**config.mk**
```make
export PLATFORM = sky130hd
export DESIGN_NAME = imem_loader
export DESIGN_NICKNAME = d
export VERILOG_FILES = /design/src/rtl/imem_loader.sv
export SDC_FILE = /design/constraint.sdc
export NUM_CORES = 1
export LEC_CHECK = 0
export ABC_CLOCK_PERIOD_IN_PS = 5800
export BUFFER_PORTS_ARGS = -buffer_cell sky130_fd_sc_hd__buf_2
export CORE_ASPECT_RATIO = 1.1
export CORE_UTILIZATION = 35
export DETAILED_ROUTE_END_ITERATION = 16
export PLACE_DENSITY = 0.62
export SYNTH_ARGS = -nofsm -noshare
export SYNTH_HDL_FRONTEND = slang
export SYNTH_SLANG_ARGS = --single-unit
```
**constraint.sdc**
```tcl
create_clock -name clk -period 5.8 [get_ports clk]
set_input_delay 0 -clock clk [delete_from_list [all_inputs] [get_ports clk]]
set_output_delay 0 -clock clk [all_outputs]
set_load 0.01 [all_outputs]
```
**src/rtl/imem_loader.sv**
```systemverilog
// imem_loader: writer side of the instruction memory.
//   Receives a program image as a byte stream (LEN_LO, LEN_HI, then 4*N data
//   bytes, least-significant byte first per word). Each assembled 32-bit word
//   is written through a synchronous write port. The CPU is held in reset while
//   a load runs and is released when the load completes.
//   Optional feature macro: IMEM_LOADER_CHECKSUM_EN adds a trailing XOR
//   checksum byte and the chk_err output.
// Ports:
//   clk, rst_n           clock (rising edge), asynchronous active-low reset
//   start                begin a load; honoured only in IDLE/DONE
//   in_valid/in_data     byte source; in_ready accepts (transfer = valid & ready)
//   mem_we/addr/wdata    instruction memory write port, one cycle per word
//   cpu_rst_n            active-low CPU reset
//   busy, done           load in progress / one-cycle completion pulse
//   words_loaded         words written this load (saturates at SIZE)
//   overflow             sticky: image longer than SIZE, cleared by start
//   chk_err              (checksum build only) sticky checksum mismatch
module imem_loader #(
  parameter int unsigned SIZE      = 1024,
  parameter logic [31:0] BASE_ADDR = 32'h0,
  parameter bit          BOOT_HOLD = 1'b1
) (
  input  logic        clk,
  input  logic        rst_n,
  input  logic        start,
  input  logic        in_valid,
  input  logic [7:0]  in_data,
  output logic        in_ready,
  output logic        mem_we,
  output logic [31:0] mem_addr,
  output logic [31:0] mem_wdata,
  output logic        cpu_rst_n,
  output logic        busy,
  output logic        done,
  output logic [15:0] words_loaded,
  output logic        overflow
`ifdef IMEM_LOADER_CHECKSUM_EN
  ,
  output logic        chk_err
`endif
);

`ifdef IMEM_LOADER_CHECKSUM_EN
  typedef enum logic [2:0] {S_IDLE, S_LEN0, S_LEN1, S_DATA, S_LAST, S_DONE, S_CHK} state_e;
  localparam state_e S_END = S_CHK;
`else
  typedef enum logic [2:0] {S_IDLE, S_LEN0, S_LEN1, S_DATA, S_LAST, S_DONE} state_e;
  localparam state_e S_END = S_LAST;
`endif

  state_e      state_q, state_d;
  logic [7:0]  len_lo_q, len_lo_d;
  logic [15:0] rem_q, rem_d;
  logic [15:0] idx_q, idx_d;
  logic [1:0]  byte_cnt_q, byte_cnt_d;
  logic [23:0] word_q, word_d;
  logic [7:0]  csum_q, csum_d;
  logic        mem_we_q, mem_we_d;
  logic [31:0] mem_addr_q, mem_addr_d;
  logic [31:0] mem_wdata_q, mem_wdata_d;
  logic        cpu_rst_n_q, cpu_rst_n_d;
  logic [15:0] words_q, words_d;
  logic        overflow_q, overflow_d;
  logic        xfer;
  logic [15:0] len_full;
`ifdef IMEM_LOADER_CHECKSUM_EN
  logic        chk_err_q, chk_err_d;
`endif

  assign in_ready = (state_q == S_LEN0) || (state_q == S_LEN1) || (state_q == S_DATA)
`ifdef IMEM_LOADER_CHECKSUM_EN
                    || (state_q == S_CHK)
`endif
                    ;
  assign xfer     = in_valid & in_ready;
  assign len_full = {in_data, len_lo_q};

  always_comb begin
    state_d     = state_q;
    len_lo_d    = len_lo_q;
    rem_d       = rem_q;
    idx_d       = idx_q;
    byte_cnt_d  = byte_cnt_q;
    word_d      = word_q;
    csum_d      = csum_q;
    mem_we_d    = 1'b0;
    mem_addr_d  = mem_addr_q;
    mem_wdata_d = mem_wdata_q;
    cpu_rst_n_d = cpu_rst_n_q;
    words_d     = words_q;
    overflow_d  = overflow_q;
`ifdef IMEM_LOADER_CHECKSUM_EN
    chk_err_d   = chk_err_q;
`endif

    if (xfer) csum_d = csum_q ^ in_data;

    case (state_q)
      S_IDLE, S_DONE: begin
        if (start) begin
          state_d     = S_LEN0;
          cpu_rst_n_d = 1'b0;
          overflow_d  = 1'b0;
          words_d     = '0;
          idx_d       = '0;
          byte_cnt_d  = '0;
          csum_d      = '0;
`ifdef IMEM_LOADER_CHECKSUM_EN
          chk_err_d   = 1'b0;
`endif
        end else if (state_q == S_DONE) begin
          state_d = S_IDLE;
        end
      end
      S_LEN0: if (xfer) begin
        len_lo_d = in_data;
        state_d  = S_LEN1;
      end
      S_LEN1: if (xfer) begin
        rem_d   = len_full;
        state_d = (len_full == 16'd0) ? S_END : S_DATA;
      end
      S_DATA: if (xfer) begin
        byte_cnt_d = byte_cnt_q + 2'd1;
        case (byte_cnt_q)
          2'd0:    word_d[7:0]   = in_data;
          2'd1:    word_d[15:8]  = in_data;
          2'd2:    word_d[23:16] = in_data;
          default: begin
            // Write is registered here so it appears the cycle after the 4th byte.
            if (32'(idx_q) < SIZE) begin
              mem_we_d    = 1'b1;
              mem_addr_d  = BASE_ADDR + {14'd0, idx_q, 2'b00};
              mem_wdata_d = {in_data, word_q};
              words_d     = words_q + 16'd1;
            end else begin
              overflow_d  = 1'b1;
            end
            idx_d = idx_q + 16'd1;
            rem_d = rem_q - 16'd1;
            if (rem_q == 16'd1) state_d = S_END;
          end
        endcase
      end
`ifdef IMEM_LOADER_CHECKSUM_EN
      S_CHK: if (xfer) begin
        chk_err_d = (in_data != csum_q);
        state_d   = S_LAST;
      end
`endif
      // One settling cycle so DONE follows the final write strobe.
      S_LAST: begin
        state_d = S_DONE;
`ifdef IMEM_LOADER_CHECKSUM_EN
        cpu_rst_n_d = ~chk_err_q;
`else
        cpu_rst_n_d = 1'b1;
`endif
      end
      default: state_d = S_IDLE;
    endcase
  end

  always_ff @(posedge clk or negedge rst_n) begin
    if (!rst_n) begin
      state_q     <= S_IDLE;
      len_lo_q    <= '0;
      rem_q       <= '0;
      idx_q       <= '0;
      byte_cnt_q  <= '0;
      word_q      <= '0;
      csum_q      <= '0;
      mem_we_q    <= 1'b0;
      mem_addr_q  <= BASE_ADDR;
      mem_wdata_q <= '0;
      cpu_rst_n_q <= ~BOOT_HOLD;
      words_q     <= '0;
      overflow_q  <= 1'b0;
`ifdef IMEM_LOADER_CHECKSUM_EN
      chk_err_q   <= 1'b0;
`endif
    end else begin
      state_q     <= state_d;
      len_lo_q    <= len_lo_d;
      rem_q       <= rem_d;
      idx_q       <= idx_d;
      byte_cnt_q  <= byte_cnt_d;
      word_q      <= word_d;
      csum_q      <= csum_d;
      mem_we_q    <= mem_we_d;
      mem_addr_q  <= mem_addr_d;
      mem_wdata_q <= mem_wdata_d;
      cpu_rst_n_q <= cpu_rst_n_d;
      words_q     <= words_d;
      overflow_q  <= overflow_d;
`ifdef IMEM_LOADER_CHECKSUM_EN
      chk_err_q   <= chk_err_d;
`endif
    end
  end

  assign mem_we       = mem_we_q;
  assign mem_addr     = mem_addr_q;
  assign mem_wdata    = mem_wdata_q;
  assign cpu_rst_n    = cpu_rst_n_q;
  assign busy         = (state_q != S_IDLE) && (state_q != S_DONE);
  assign done         = (state_q == S_DONE);
  assign words_loaded = words_q;
  assign overflow     = overflow_q;
`ifdef IMEM_LOADER_CHECKSUM_EN
  assign chk_err      = chk_err_q;
`endif

endmodule

```
# Word level (Yosys, flattened, before mapping)
# Index checks and enable logic that the tools add are counted.
# word_totals
register_bits	136
input_bits	12
elab_cells	97
# op_classes
addsub	4
n_lt_le_gt_ge	1
eq_ne	18
muxes	34
bitwise_logic	2
reduce_logical	24
# op_table
operator	n
$mux W16	9
$pmux W16 S2	3
$add A16 B1 Y16 const B	2
$mux W3	8
$eq A16 B1 Y1 const B	1
$logic_not A16 Y1	1
$lt A16 B11 Y1 const B	1
$sub A16 B1 Y16 const B	1
$pmux W3 S5	1
$ne A2 B2 Y1 const B	6
$reduce_and A3 Y1	4
$reduce_and A4 Y1	3
$reduce_and A5 Y1	2
$mux W1	8
$eq A3 B2 Y1 const B	2
$eq A3 B3 Y1 const B	2
$ne A3 B3 Y1 const B	2
$reduce_and A6 Y1	1
$reduce_bool A2 Y1	3
$mux W2	2
$ne A2 B1 Y1 const B	2
$pmux W1 S2	2
$pmux W2 S2	1
$reduce_and A2 Y1	2
other kinds (13)	14

# Longest topological paths before layout
# Gate-level depths: netlist of the first run.
# depth
depth_word	6
ltp_mapped	9
depth_no_buf	7

# Worst setup path after synthesis of the first run
# Ideal clock, no wire load.
# synth_timing
path_type	reg2reg
from	register rem_q[0]
to	register rem_q[10]
arrival_time_ns	2.159
setup_slack_ns	3.562
stages_incl_launch_ff	8
period_less_slack_ns	2.238
path_cell_list	dfrtp_1 > inv_1 > ha_1 > or3b_4 > or3_4 > or4b_4 > a21oi_2 > a2bb2oi_1
# synth_via
elab_chain_cells	4
# synth_rtl
item	line_no	rtl
start, declared	53	logic [15:0] rem_q, rem_d;
start signal, assigned	185	rem_q <= rem_d;
$sub A16 B1 Y16	140	rem_d = rem_q - 16'd1;
$mux W16	125	case (byte_cnt_q)
$mux W16	123	S_DATA: if (xfer) begin
$pmux W16 S2	98	case (state_q)
# No other way between the ends. The select of a mux whose other input is x is not followed.
# A chain may end at the register's enable or synchronous reset.

# Final worst setup path of the first run
# layout_timing
from	register state_q[0]
to	register words_q[1], in the netlist words_loaded[1]
# layout_via
elab_chain_cells	6
# layout_rtl
item	line_no	rtl
start, declared	51	state_e state_q, state_d;
start signal, assigned	183	state_q <= state_d;
$eq A3 B1 Y1 or $eq A3 B2 Y1 (tied branches)	70	assign in_ready = (state_q == S_LEN0) || (state_q == S_LEN1) || (state_q == S_DATA)
$logic_or A1 B1 Y1 (2 in series)	70	
$and A1 B1 Y1	75	assign xfer = in_valid & in_ready;
$ne A2 B2 Y1 (no source line)	n/a	
$reduce_and A5 Y1 (no source line)	n/a	
end signal, assigned	194	words_q <= words_d;
end, declared	62	logic [15:0] words_q, words_d;
# Parallel ways exist; a longest one is shown, timed or not.

==> results of run 1 <==
==> power by group through the flow <==
stage               combinational, W  clock [W]  sequential, W
finish                      0.000897    0.00104        0.00143
global route                 0.00101    0.00110        0.00148
CTS                         0.000912    0.00106        0.00143
detailed placement          0.000902          0        0.00145
global placement            0.000886          0        0.00144
floorplan                   0.000658          0        0.00142
==> critical path: stages (launching register included) <==
cell and delay [ns]:
sky130_fd_sc_hd__dfrtp_1 0.56, sky130_fd_sc_hd__and4b_1 0.37, sky130_fd_sc_hd__and2_1 0.63, sky130_fd_sc_hd__nand2_2 0.09, sky130_fd_sc_hd__buf_4 0.32, sky130_fd_sc_hd__clkinv_1 0.09
sky130_fd_sc_hd__buf_4 0.41, sky130_fd_sc_hd__o211ai_1 0.16, sky130_fd_sc_hd__nand2_1 0.12
==> cell type report <==
type,count,area share (%)
clock buffer,17,5.673
clock inverter,14,1.902
multi-input combinational,459,35.01
timing repair buffer,96,7.359
inverter,14,0.7008
tap,238,3.971
sequential,136,45.39
==> placed cells by master, fill, tap and decap left out, types with 4 or more instances in the layout <==
cell / instances
sky130_fd_sc_hd__nand2_1: 156
sky130_fd_sc_hd__dfrtp_1: 136
sky130_fd_sc_hd__buf_2: 80
sky130_fd_sc_hd__nor2_1: 42
sky130_fd_sc_hd__mux2_2: 32
sky130_fd_sc_hd__o21ai_0: 29
sky130_fd_sc_hd__a21oi_1: 26
sky130_fd_sc_hd__clkbuf_16: 17
sky130_fd_sc_hd__nand3_1: 16
sky130_fd_sc_hd__conb_1: 16
sky130_fd_sc_hd__inv_1: 13
sky130_fd_sc_hd__xor2_1: 13
sky130_fd_sc_hd__dlygate4sd3_1: 11
sky130_fd_sc_hd__and2_1: 10
sky130_fd_sc_hd__nand4_1: 10
sky130_fd_sc_hd__or3_1: 9
sky130_fd_sc_hd__nor3_1: 8
sky130_fd_sc_hd__ha_1: 8
sky130_fd_sc_hd__xnor2_1: 7
sky130_fd_sc_hd__and3_1: 7
sky130_fd_sc_hd__nor4_1: 7
sky130_fd_sc_hd__o2111ai_1: 6
sky130_fd_sc_hd__o211ai_1: 6
sky130_fd_sc_hd__nand2b_1: 4
sky130_fd_sc_hd__a2bb2oi_1: 4
sky130_fd_sc_hd__o22ai_1: 4
sky130_fd_sc_hd__inv_6: 4
sky130_fd_sc_hd__clkinv_4: 4
sky130_fd_sc_hd__buf_4: 4
==> through the flow <==
stage | utilization (%) | hold WS (ns) | instance area [um2]
after floorplan | - | -0.2956 | 6339
after global placement | 38.73 | 0.1259 | 6820
after detailed placement | 38.73 | 0.1298 | 6820
after CTS | 42.58 | 0.2537 | 7498
after global routing | 42.58 | 0.2956 | 7498
final | 42.58 | 0.2175 | 7498
==> synth_stat cells, types with 3 or more instances <==
master / count / area (um2)
sky130_fd_sc_hd__o21ai_0: 29 / 145.1
sky130_fd_sc_hd__nor3_1: 8 / 40.04
sky130_fd_sc_hd__nand2_1: 157 / 589.3
sky130_fd_sc_hd__inv_1: 13 / 48.80
sky130_fd_sc_hd__nor2_1: 42 / 157.7
sky130_fd_sc_hd__and3_1: 7 / 43.79
sky130_fd_sc_hd__o2111ai_1: 6 / 52.55
sky130_fd_sc_hd__o211ai_1: 6 / 45.04
sky130_fd_sc_hd__clkbuf_1: 20 / 75.07
sky130_fd_sc_hd__buf_2: 4 / 20.02
sky130_fd_sc_hd__nand3_1: 16 / 80.08
sky130_fd_sc_hd__a21oi_1: 26 / 130.1
sky130_fd_sc_hd__a2bb2oi_1: 4 / 35.03
sky130_fd_sc_hd__o22ai_1: 4 / 25.02
sky130_fd_sc_hd__a211oi_1: 3 / 22.52
sky130_fd_sc_hd__dfrtp_1: 136 / 3403
sky130_fd_sc_hd__xnor2_1: 7 / 61.31
sky130_fd_sc_hd__nor4_1: 7 / 43.79
sky130_fd_sc_hd__and2_1: 10 / 62.56
sky130_fd_sc_hd__xor2_1: 13 / 113.9
sky130_fd_sc_hd__nand2b_1: 4 / 25.02
sky130_fd_sc_hd__buf_4: 19 / 142.6
sky130_fd_sc_hd__mux2_2: 32 / 360.4
sky130_fd_sc_hd__buf_1: 3 / 11.26
sky130_fd_sc_hd__nand4_1: 10 / 62.56
sky130_fd_sc_hd__or3_1: 9 / 56.30
sky130_fd_sc_hd__ha_1: 8 / 100.1
==> cells by family after synthesis <==
group,Yosys count
other,1
muxes,32
and+or+nand+nor,286
DFF,136
AOI/OAI and AO/OA,97
adders and majority gates,8
xor gates and xnor gates,20
buffers and inverters,61
==> layer usage <==
metal	up-vias	share of wire, %	track usage [%]	wire (um)
li1	2340	-	-	-
met1	2331	45	21.27	6433
met2	106	49	26.99	7002
met3	19	4.3	3.835	622
met4	0	1.7	6.854	242
met5	-	0	0	0
==> registers in the layout, summed over array words and instances (netlist names) <==
signal,flops
byte_cnt_q,2
cpu_rst_n,1
idx_q,16
len_lo_q,8
mem_addr,16
mem_wdata,32
mem_we,1
overflow,1
rem_q,16
state_q,3
word_q,24
words_loaded,16
==> how the worst max path moves through the flow <==
stage | startpoint | end | slack [ns] | depth (start not counted)
floorplan | rem_q[0] | rem_q[10] | 3.56 | 7
global placement | state_q[0] | words_loaded[1] | 3.00 | 8
detailed placement | state_q[0] | words_loaded[1] | 2.94 | 8
CTS | state_q[0] | words_loaded[1] | 2.95 | 8
global route | state_q[0] | words_loaded[1] | 2.65 | 8
finish | state_q[0] | words_loaded[1] | 2.97 | 8
==> timing repair <==
item | in CTS | in global routing
hold endpoints to repair | 124 | 0
endpoints found under the setup margin | 0 | 0
resized for setup | 0 | 0
hold buffers | 11 | 0
==> results by stage, run 1 <==
Run status:
- The run finished with clean final reports.

Worst setup path:
- In this run the register-to-register setup slack is 2.97 ns.
- The kind of capture point of the worst setup path is a register.
- Along the worst path, the maximum fanout reaches 52.
- The data required time of the worst path is 6.16 ns.
- The launching element type of the critical path is a register.
- In this run the critical register-to-register path is launched from state_q[0].
- The type of the worst setup path is reg2reg.
- At the worst endpoint, the arrival time is 3.19 ns.
- The depth of the most critical reg-to-reg path is 8.
- The worst register-to-register path ends at words_loaded[1].

Placement:
- The weighted congestion at the end of routability-driven global placement is 0.8040.
- Port buffering added 81 buffers.
- The worst setup timing slack at the placement stage is 2.944 ns.
- The number of placed instances, taps included is 932.
- Detailed placement ended at an HPWL of 9408 um.

STA:
- After routing, the total negative slack on setup checks comes to 0 ns.
- In the finished design, the share of the clock period the worst path needs comes to 48.87%.
- The final-report setup violation count is 0.
- The count of final max-slew check failures is 0.
- The worst path meets setup with 2.966 ns of slack.
- The shortest period the worst path allows is 2.834 ns.
- Measured against its own limit, the worst slew margin works out to 26.00%.
- The worst-case clock skew is 0.007890 ns.
- The maximum clock frequency is 352.8 MHz.
- The count of final hold-check violations is 0.
- At the pin with the least slew margin, the transition time is 1.107 ns.
- Setup repair after global routing left no endpoint under its margin.

Synthesis:
- The instance count of the mapped netlist is 641.
- The flip-flop and latch count after synthesis is 136.
- The average cell area after synthesis is 9.801 um2.
- For this run, the number of Yosys warnings is 0.
- The sequential fraction of the synthesis area is 54.17%.
- The parity-gate share of the synthesized area counting xor and xnor cells is 2.788%.
- The post-synthesis cell type count is 57.
- The count of flip-flops with a built-in enable after synthesis is 0.
- Measured against the total synthesized area, the mux share comes to 5.736%.
- The adder-cell area share of the yosys netlist is 1.593%.
- The area fraction in and, or, nand and nor cells after synthesis is 20.97%.
- The predominant post-synthesis flop cell is sky130_fd_sc_hd__dfrtp_1.
- After synthesis, the share of flip-flops with an asynchronous set or reset is 100.0%.
- The fraction of the mapped netlist area in compound gates is 9.699%.
- After synthesis, the largest family of logic cells by area is simple AND/OR/NAND/NOR gates.
- The summed instance area of the synthesized netlist is 6282 um2.

Die:
- The placement row count is 51.
- The die is 129.7 um wide.
- In this run the standard cell core region covers 17610 um2.
- For this design the top-level I/O count stands at 98.
- The chip height is 142.5 um.
- The starting utilization of the core area is 35.67%.
- The full die area is 18490 um2.

Pwr:
- The sequential fraction of design power is 42.5%.
- Dividing total power by cell area gives a power density of 449.6 nW/um2.
- VDD sags by at most 0.2478 mV.
- The switching share of total power is 34.58%.
- The power dissipated by switching net loads is 0.001166 W.
- Combinational cells account for 26.6% of the total power.
- The clock network power share is 30.8%.
- The sum of internal, switching and leakage power is 0.003371 W.
- Cell internal power was estimated by the tool at 0.002205 W.
- The static leakage is 3.706 nW.

Final layout:
- The total area of multi-input combinational cells is 2625 um2.
- The register area is 3403 um2.
- The layout net count is 744.
- Compared with the post-synthesis result, the final layout area differs by 19.36%.
- The post-route netlist has 21.33% of its cells at a drive strength greater than 1.
- The repair_antennas step left the layout with diodes totalling 0.
- The count of non-filler cells in the finished layout is 974.
- Counting the fill cells in the layout gives 1774.

Min path:
- The path class of the tightest hold or removal check is in2async.

Global route:
- The first global-routing pass estimated 23550 um of wire.
- Entering global routing, the biggest net connects 88 pins.
- The number of global-route vias before repair is 4507.
- Global routing consumed, over all layers together, 16.64% of the routing resources.
- The initial antenna violation count was 0.
- The overflow left after global routing is 0.

Detailed routing:
- The per-cell routed wire length is 14.68 um.
- The number of DRC violations after detailed routing is 0.
- The routed via count divided by cell count is 4.924.
- For this block, the via count after detailed routing is 4796.
- The overall routed net length is 14300 um.
- The number of nets with antenna violations after routing is 0.
- In this run, the number of DRC markers left after iteration 0 of detailed routing was 328.
- The number of search-and-repair iterations in the first detailed-routing pass is 6.

Job:
- Across the run, the number of max-cap violations was 0.

Clock network:
- TritonCTS built the clock tree.
- The clock drives 136 sinks.
- Counting along the longest clock path gives a buffer depth of 2.
- Post-CTS timing repair inserted 0 buffers for setup.
- The clock reaches the later pin of the worst-skew pair after 0.43 ns.
- Clock tree synthesis selected as its root buffer the cell sky130_fd_sc_hd__clkbuf_16.
- The H-tree depth reported by CTS is 4.
- After clock tree synthesis, the clock-pin slew on the worst setup and hold paths is 0.06 ns.
- The number of buffers added by the clock tree synthesis step is 17.
Note: power is estimated with default switching activity, not from simulation.
==> run 2: changes to the inputs <==
Settings changed: ABC_CLOCK_PERIOD_IN_PS 5800 to 2700.
Clock period 5.8 ns to 2.7 ns, I/O delays scaled along.
==> run 2 against run 1 <==
Maximum frequency grew 20%. Clock skew grew 0.0040 ns. Sequential power is 110% higher. Routed wire length increased by 2.4%. Worst setup slack got worse by 2.6 ns. Critical path type unchanged. Largest power group unchanged.
==> results by stage, run 2 (synthesis gave the netlist of run 1 again) <==
Run status:
- The flow ran to the end, and the final reports show no timing, DRC or antenna violations.

Die:
- The placement row count is 51 (unchanged).
- The horizontal extent of the die is 129.7 um (unchanged).
- The full die area came to 18490 um2 (unchanged).
- The chip height is 142.5 um (unchanged).
- The I/O pin total is 98 (unchanged).
- The starting utilization of the core area came to 35.67% (unchanged).
- The placeable core area is 17610 um2 (unchanged).

Worst setup path:
- The largest stage delay on the critical path is 0.54 ns (-0.09 ns).
- Traced cell by cell, the critical path runs through inv_1 -> ha_1 -> or3b_4 -> or3_4 -> or4b_4 -> a21oi_2 -> a2bb2oi_1.
- The largest fanout on the critical path is 6 (-88%).
- The data required time of the worst path came to 3.04 ns (-3.12 ns).
- The slowest library cell on the worst path is sky130_fd_sc_hd__or4b_4.
- The launching element type of the critical path is a register.
- The kind of capture point of the worst setup path is a register.
- The arrival time reported for the critical path endpoint is 2.71 ns (-0.48 ns).
- The setup path with the least slack is of type reg2reg.

STA:
- The count of final max-slew check failures came to 0 (unchanged).
- The relative slew slack is 51.62% (+26 points).
- The shortest period the worst path allows is 2.367 ns (-0.4678 ns).
- Setup repair after global routing left no endpoint under its margin.
- The final-report setup violation count is 0 (unchanged).
- The measured slew at the worst slew-check pin is 0.7258 ns (-0.3813 ns).
- The count of final hold-check violations is 0 (unchanged).
- The share of the clock period used by the worst path after layout is 87.65% (+39 points).
- The worst-case clock skew is 0.01190 ns (+0.004008 ns).
- The maximum clock frequency was 422.5 MHz (+20%).
- The aggregate negative setup slack came to 0 ns (unchanged).
- The worst setup margin is 0.3334 ns (-2.632 ns).

Pwr:
- The cell-internal power is 0.004806 W (+120%).
- The static leakage was 3.754 nW (+1.3%).
- The maximum VDD drop is 0.5036 mV (+100%).
- The part of the power in combinational logic is 28.0% (+1.4 points).
- The sequential fraction of design power is 41.7% (-0.8 points).
- The clock network power share is 30.2% (-0.6 points).
- The power dissipated by switching net loads came to 0.002484 W (+110%).
- The switching share of total power is 34.08% (-0.50 points).
- The power per standard cell area was 961.7 nW/um2 (+110%).

Global route:
- The largest net degree at the start of global routing is 78 (-11%).
- The global-route usage over all layers is 17.13% (+0.49 points).
- The overflow left after global routing is 0 (unchanged).
- The first-pass GRT wire length is 24540 um (+4.2%).
- The number of global-route vias before repair is 4779 (+6.0%).
- The initial antenna violation count came to 0 (unchanged).

Detailed routing:
- The number of search-and-repair iterations in the first detailed-routing pass is 5 (-1).
- The per-cell routed wire length is 14.87 um (+1.3%).
- The routed via count divided by cell count came to 4.946 (+0.45%).
- The routed via count is 4872 (+1.6%).
- The overall routed net length is 14650 um (+2.4%).
- The number of DRC violations after detailed routing is 0 (unchanged).
- The initial detailed-routing violation count came to 318 (-3.0%).
- The number of nets with antenna violations after routing is 0 (unchanged).

Final layout:
- The filler cell count is 1751 (-1.3%).
- The layout net count is 754 (+1.3%).
- The layout cell share with drive strength beyond 1 is 22.36% (+1.0 points).
- Compared with the post-synthesis result, the final layout area differs by 20.67%.
- The top cell types in the final layout, fill and taps aside, are sky130_fd_sc_hd__nand2_1 (156), sky130_fd_sc_hd__dfrtp_1 (136), sky130_fd_sc_hd__buf_2 (80), sky130_fd_sc_hd__nor2_1 (42), sky130_fd_sc_hd__mux2_2 (32).
- The number of diodes came to 0 (unchanged).
- The number of flip-flops in the largest register came to 32 (unchanged).
- The most common library cell in the layout ignoring fill and taps is sky130_fd_sc_hd__nand2_1.

Clock network:
- The clock insertion delay at the later pin of the skew report is 0.42 ns (about the same).
- The root buffer cell is sky130_fd_sc_hd__clkbuf_16.
- TritonCTS built the clock tree.
- The clock-pin slew reported for the worst setup and hold paths after clock tree synthesis came to 0.06 ns (about the same).
- The clock sink total is 136 (unchanged).
- The number of buffers added by the clock tree synthesis step came to 17 (unchanged).
- The number of setup buffers added after CTS was 0 (unchanged).
- The H-tree depth reported by CTS came to 4 (unchanged).
- The post-cts gate resize count came to 0 (unchanged).
- The maximum root-to-sink buffer count came to 2 (unchanged).
- The number of hold buffers added after cts is 11 (unchanged).

Placement:
- The final HPWL from detailed placement is 9534 um (+1.3%).
- The weighted congestion at the end of routability-driven global placement is 0.7675 (-4.5%).
- The port buffer count is 81 (unchanged).
- The worst setup timing slack at the placement stage is 0.3393 ns (-2.605 ns).

Job:
- The max-cap violation count is 0 (unchanged).

Min path:
- The path category of the worst min-delay check is in2async.
run 2: stage by stage:
step	cells	instance area, um2	hold WS [ns]	power (W)	utilization (%)
6_report	985	7581	0.1797	0.007291	43.04
5_1_grt	985	7581	0.2723	0.007778	43.04
4_1_cts	985	7581	0.2127	0.007363	43.04
3_5_place_dp	942	6908	0.09113	0.005114	39.22
3_3_place_gp	942	6908	0.08838	0.005068	39.22
2_1_floorplan	656	6339	-0.2956	0.004464	-
run 2: critical path: cells and delay by family (launching register included):
family / cells / cell delay, ns
simple gates: 3 / 1.31
flops: 1 / 0.43
compound gates: 2 / 0.29
fa+ha+maj: 1 / 0.17
buf+inv: 1 / 0.09
run 2: final cells by class:
type,count,area [um2],share of cell area [%]
clock inverter,13,120.1,1.584
clock buffer,19,442.9,5.843
multi-input combinational,459,2625,34.63
sequential,136,3403,44.89
inverter,14,52.55,0.6932
timing repair buffer,106,639.4,8.434
tap,238,297.8,3.928
run 2: final timing paths:
| check | from | endpoint | slack, ns | cells past startpoint |
|---|---|---|---|---|
| setup / recovery | rem_q[0] | rem_q[10] | 0.33 | 7 |
| hold / removal | rst_n | mem_we | 0.18 | 2 |
| setup reg to reg | rem_q[0] | rem_q[10] | 0.33 | 7 |
| hold reg to reg | word_q[10] | mem_wdata[10] | 0.46 | 2 |
| max in group asynchronous | rst_n | rem_q[12] | 1.75 | 3 |
| min in group clk | in_data[0] | mem_wdata[24] | 0.44 | 4 |
run 2: per-layer routing:
| layer | routed length [um] | part of all wire [%] | GRT usage, % | vias to the layer above |
|---|---|---|---|---|
| met5 | 0 | 0 | 0 | - |
| met4 | 212 | 1.4 | 6.854 | 0 |
| met3 | 519 | 3.5 | 3.346 | 15 |
| met2 | 7333 | 50 | 28.40 | 112 |
| met1 | 6579 | 45 | 21.82 | 2388 |
| li1 | - | - | - | 2357 |
run 2: power by group through the flow:
stage / Combinational, W / Sequential [W] / Clock, W
after CTS: 0.00207 / 0.00304 / 0.00225
after floorplan: 0.00141 / 0.00305 / 0
after global routing: 0.00233 / 0.00312 / 0.00233
after global placement: 0.00201 / 0.00306 / 0
after detailed placement: 0.00205 / 0.00306 / 0
final: 0.00204 / 0.00304 / 0.00220
